===== src/rtl/serial_pkg.sv =====
// Shared definitions for the serial transmitter and the matching receiver.
// Holds the FSM state type, the counter-width helper and the default word width.
package serial_pkg;

  localparam int DEFAULT_WIDTH = 8;

  typedef enum logic {
    IDLE  = 1'b0,
    SHIFT = 1'b1
  } tx_state_t;

  // Bits needed to count 0 .. width-1.
  function automatic int cnt_w(input int width);
    return $clog2(width);
  endfunction

endpackage


===== src/rtl/serial_shift_reg.sv =====
// Parallel-load shift register feeding the serial line.
// The bit at the head of the register is the one currently on the wire.
module serial_shift_reg
  import serial_pkg::*;
#(
  parameter int WIDTH     = DEFAULT_WIDTH,
  parameter bit MSB_FIRST = 1'b1
) (
  input  logic             clk,
  input  logic             reset,
  input  logic             load,
  input  logic             shift,
  input  logic [WIDTH-1:0] par_in,
  output logic             ser_out
);

  logic [WIDTH-1:0] data_q;
  logic [WIDTH-1:0] data_d;

  always_comb begin
    data_d = data_q;
    if (load) begin
      data_d = par_in;
    end else if (shift) begin
      data_d = MSB_FIRST ? {data_q[WIDTH-2:0], 1'b0}
                         : {1'b0, data_q[WIDTH-1:1]};
    end
  end

  // NOTE: the data register is cleared on reset too, so a discarded word can
  // never reappear on the line if the valid qualifier were ever mis-timed.
  always_ff @(posedge clk) begin
    if (!reset) begin
      data_q <= '0;
    end else begin
      data_q <= data_d;
    end
  end

  assign ser_out = MSB_FIRST ? data_q[WIDTH-1] : data_q[0];

endmodule


===== src/rtl/serial_tx.sv =====
// Parallel-in, serial-out transmitter with valid/ready input and first/last
// framing strobes. One bit per clock; back-to-back words have no idle gap.
module serial_tx
  import serial_pkg::*;
#(
  parameter int   WIDTH      = DEFAULT_WIDTH,
  parameter bit   MSB_FIRST  = 1'b1,
  parameter logic IDLE_LEVEL = 1'b0
) (
  input  logic             clk,
  input  logic             reset,
  input  logic [WIDTH-1:0] din_data,
  input  logic             din_valid,
  output logic             din_ready,
  output logic             sout,
  output logic             sout_valid,
  output logic             sout_first,
  output logic             sout_last,
  output logic             busy
);

  localparam int            CW       = cnt_w(WIDTH);
  localparam logic [CW-1:0] LAST_CNT = CW'(WIDTH - 1);

  tx_state_t     state_q, state_d;
  logic [CW-1:0] cnt_q, cnt_d;
  logic          valid_q, valid_d;
  logic          first_q, first_d;
  logic          last_q, last_d;
  logic          busy_q, busy_d;

  logic at_last;
  logic accept;
  logic load;
  logic shift;
  logic ser_bit;

  // Ready in the last-bit cycle lets the next word follow with no gap.
  assign at_last   = (state_q == SHIFT) && (cnt_q == LAST_CNT);
  assign din_ready = reset && ((state_q == IDLE) || at_last);
  assign accept    = din_valid && din_ready;

  // NOTE: every signal written here gets a default first, so no path through
  // the case statement can leave one unassigned and infer a latch.
  always_comb begin
    state_d = state_q;
    cnt_d   = cnt_q;
    load    = 1'b0;
    shift   = 1'b0;
    valid_d = 1'b0;
    first_d = 1'b0;
    last_d  = 1'b0;

    case (state_q)
      IDLE: begin
        if (accept) begin
          state_d = SHIFT;
          cnt_d   = '0;
          load    = 1'b1;
          valid_d = 1'b1;
          first_d = 1'b1;
        end
      end
      SHIFT: begin
        if (cnt_q == LAST_CNT) begin
          cnt_d = '0;
          if (accept) begin
            load    = 1'b1;
            valid_d = 1'b1;
            first_d = 1'b1;
          end else begin
            state_d = IDLE;
          end
        end else begin
          cnt_d   = cnt_q + CW'(1);
          shift   = 1'b1;
          valid_d = 1'b1;
          last_d  = (cnt_d == LAST_CNT);
        end
      end
      default: begin
        state_d = IDLE;
        cnt_d   = '0;
      end
    endcase

    busy_d = (state_d == SHIFT);
  end

  // NOTE: sequential state uses non-blocking assignments so every flop
  // updates from the values present before the edge.
  always_ff @(posedge clk) begin
    if (!reset) begin
      state_q <= IDLE;
      cnt_q   <= '0;
      valid_q <= 1'b0;
      first_q <= 1'b0;
      last_q  <= 1'b0;
      busy_q  <= 1'b0;
    end else begin
      state_q <= state_d;
      cnt_q   <= cnt_d;
      valid_q <= valid_d;
      first_q <= first_d;
      last_q  <= last_d;
      busy_q  <= busy_d;
    end
  end

  serial_shift_reg #(
    .WIDTH    (WIDTH),
    .MSB_FIRST(MSB_FIRST)
  ) u_shift_reg (
    .clk    (clk),
    .reset  (reset),
    .load   (load),
    .shift  (shift),
    .par_in (din_data),
    .ser_out(ser_bit)
  );

  // Both mux inputs are flops, so nothing from din_* reaches sout in-cycle.
  assign sout       = valid_q ? ser_bit : IDLE_LEVEL;
  assign sout_valid = valid_q;
  assign sout_first = first_q;
  assign sout_last  = last_q;
  assign busy       = busy_q;

  a_last_is_valid : assert property (@(posedge clk) disable iff (!reset)
    sout_last |-> sout_valid);
  a_cnt_in_range : assert property (@(posedge clk) disable iff (!reset)
    cnt_q <= LAST_CNT);
  a_first_not_last : assert property (@(posedge clk) disable iff (!reset)
    !(sout_first && sout_last));

endmodule


===== config.mk =====
export PLATFORM = sky130hd
export DESIGN_NAME = serial_tx
export DESIGN_NICKNAME = d
export VERILOG_FILES = /design/src/rtl/serial_pkg.sv /design/src/rtl/serial_shift_reg.sv /design/src/rtl/serial_tx.sv
export SDC_FILE = /design/constraint.sdc
export NUM_CORES = 1
export LEC_CHECK = 0
export ABC_AREA = 1
export ABC_CLOCK_PERIOD_IN_PS = 2150
export CORE_UTILIZATION = 50
export CTS_CLUSTER_SIZE = 24
export DETAILED_ROUTE_END_ITERATION = 10
export PLACE_DENSITY = 0.79
export SLEW_MARGIN = 20
export SYNTH_ARGS = -nofsm -noshare
export SYNTH_HDL_FRONTEND = slang
export SYNTH_SLANG_ARGS = --single-unit

===== constraint.sdc =====
create_clock -name clk -period 2.15 [get_ports clk]
set_input_delay 0.43 -clock clk [delete_from_list [all_inputs] [get_ports clk]]
set_output_delay 0.43 -clock clk [all_outputs]
set_load 0.02 [all_outputs]

==> metrics.md <==
| Metric | Value |
|---|---|
| Outcome | finished, final reports clean |
| Rel. slew slack | 83.90% |
| Worst min-delay path class | reg -> reg |
| Fin worst setup slack | 0.1137 ns |
| Final period util | a little over nine tenths |
| RSZ-0062 raised after global routing | false |
| Dominant cells by area after synthesis | dfxtp_1 (39%), nor2_1 (12%), nand2_1 (8.9%), inv_1 (6.8%), nand4_1 (6.1%) |
| Worst-case vdd ir drop | approximately 410 µV |
| Initial core utilization | 54.23% |
| Worst-margin pin slew | between 0.2 and 0.25 ns |
| Mapped Area | 714.4 µm² |
| Post-CTS setup buffer count | 0 |
| Clock Latency Late Sink | roughly 0.27 ns |
| Pins Over Slew Limit | 0 |
| Routed WL per cell | 10.66 µm |
| Worst reg2reg path startpoint | cnt_q[0] |
| Final Net Count | 134 |
| I/O Pins | 17 |
| Vias per cell | 4.866 |
| Worst-path clk slew | 0.08 ns |
| Initial DRC count | 11 |
| DRT Wirelength | 1428 µm |
| FF-to-FF End | u_shift_reg.data_q[3] |
| Syn_area_per_cell | slightly above 7 µm² |
| First-pass GRT wire length | ~2200 µm |
| Worst-path maximum fanout | 4 |
| CTS Buffer Depth | 2 |
| CTS Hold Bufs | 0 |
| CP endpoint kind | primary output |
| Yosys top cell area share | 39.23% |
| Setup Skew | 0.003257 ns |
| Max-Cap Viols | 0 |
| Yosys cell types | 20 |
| Final setup fails | 0 |
| Chip Width | 39.80 µm |
| PostCTS Resize Cnt | 1 |
| DIE AREA | about 1600 µm² |
| CTS tree | yes |
| Area after DPL | about 890 µm² |
| Area grow syn2layout | 30.12% |
| Hold path startpoint | cnt_q[2] |
| Vias in the first global route | ~570 |
| Critical path type | reg -> out |
| Die span in y | 39.80 µm |
| First drt pass iteration count | 4 |
| Synth warn | 0 |
| Final hold vios | 0 |
| Dpl ws | 0.03024 ns |
| Seq/Total Area, Yosys | between 30 and 40% |
| TritonCTS sink count | 14 |
| Post-synth top area cell | dfxtp_1 |
| End of the worst hold path | cnt_q[2] |
| FF-to-FF path depth | 9 |
| GP Congestion | 0.7346 |
| Ant diodes | 0 |
| Port Buf Inserts | 16 |
| Fin area | 929.6 µm² |
| Worst stage delay on the critical path | 0.38 ns |
| Hold path cells | 2 |
| GRT Overall Usage | 21.13% |
| Crit-path cells | ha_1, ha_1, inv_1, nand2_2, inv_1, nor2_1, dlygate4sd2_1 |
| Peak Freq | between 400 and 500 MHz |
| Initial antenna violation count | 0 |
| Reg2reg setup slack | 0.65 ns |
| Grt total ovfl | 0 |
| Sum of negative setup slack | 0 ns |
| Core ar. | 1318 µm² |
| H-Tree Depth | 1 |
| Final ANT Viol Nets | 0 |
| Power per cell area | a little over 600 nW/µm² |
| Leakage | 0.4186 nW |
| Crit-path slowest cell | dfxtp_1 |
| Share of layout cells above drive strength 1 | between 15 and 20% |
| Remaining DRCs | 0 |
| Total CTS buffers | 3 |
| CP required | 1.72 ns |
| Most frequent cells in the layout | nor2_1 (22), nand2_1 (17), clkdlybuf4s50_1 (15) |
| Pin count of the biggest net entering global routing | 13 |
| Root buffer cell | clkbuf_4 |
| Routed via count | 652 |
| HPWL after DPL | 1064 µm |
| Syn Nets | ~110 |
| Fillers | 106 |
| Critical Path AT | 1.61 ns |
| Crit path buffers/inverters | 3 |
| Mapped Cells | 99 |
| Minimum clock period | 2.036 ns |
| CP top delay family | buffers and inverters |
| Critical path launch point type | register |
| Most common cell after layout, fill and taps aside | nor2_1 |
| Core Rows | 13 |
| Register bit total from synthesis | 14 |
[cells in the mapped netlist]
cell and number:
buf_2 2, o21ai_0 1, nand4_1 7, or2_2 1
buf_4 2, nand3_1 3, nand2_2 3, nand2_1 17
o21ai_4 1, dfxtp_1 14, nor4_1 1, nor2_1 22
buf_6 1, inv_1 13, a21oi_2 1, ha_1 3
a21oi_1 3, o21ai_1 1, inv_2 2, nand3_4 1
[how the worst max path moves through the flow]
stage / start / endpoint / slack [ns] / cells past startpoint
after global routing: cnt_q[0] / din_ready / 0.004 / 7
after detailed placement: reset / din_ready / 0.03 / 4
final: cnt_q[0] / din_ready / 0.11 / 7
after global placement: reset / din_ready / 0.02 / 4
after floorplan: cnt_q[0] / din_ready / 0.54 / 6
after CTS: cnt_q[0] / din_ready / 0.1 / 7
[routing by layer]
layer | wire length [µm] | global-route usage, %
met1 | 619 | 23.31
met2 | 748 | 37.30
met3 | 47 | 5.114
met5 | 0 | 0
met4 | 12 | 9.483
[logic make-up (layout without fill, tap and decap cells)]
group | count (synthesis) | count (layout) | share of synthesized area (%)
AND/OR/NAND/NOR | 55 | 55 | 35.55
buffers and inverters | 20 | 40 | 12.96
AO/OA/AOI/OAI | 7 | 7 | 7.004
flip-flops | 14 | 14 | 39.23
adder cells (fa/ha/maj) | 3 | 3 | 5.255
[power by group]
group / internal (W) / switching (W)
clock network: 0.000103 / 0.0000834
registers: 0.000271 / 0.00000848
logic: 0.0000488 / 0.0000545
[state kept, by name, indices dropped and copies added (netlist names)]
signal,count
busy,1
cnt_q,3
sout_first,1
u_shift_reg.data_q,8
sout_last,1
[worst register-to-register path, cell delays in order (launching register included)]
cell and delay, ns:
dfxtp_1 0.34, ha_1 0.20, ha_1 0.20, inv_1 0.08, nand2_2 0.05, buf_4 0.19
o21ai_4 0.11, nor2_1 0.06, nor2_1 0.12, nor2_1 0.05
[final cells by class]
class	instances	area [µm²]	area share [%]
clock buffer	4	36.28	3.903
inverter	15	56.30	6.057
multi-input combinational	65	341.6	36.74
sequential	14	280.3	30.15
tap	15	18.77	2.019
timing repair buffer	21	196.4	21.13
[metrics by stage]
step                      std cells  total power, W  utilization [%]  hold slack (ns)
after floorplan                  99       0.0003459                -           0.4407
after global routing            134       0.0006002            70.56           0.5217
after detailed placement        130       0.0003893            67.90           0.4635
after CTS                       134       0.0005741            70.56           0.4765
after global placement          130       0.0003859            67.90           0.4538
final                           134       0.0005691            70.56           0.4709
Power figures use the tool's default switching activity.
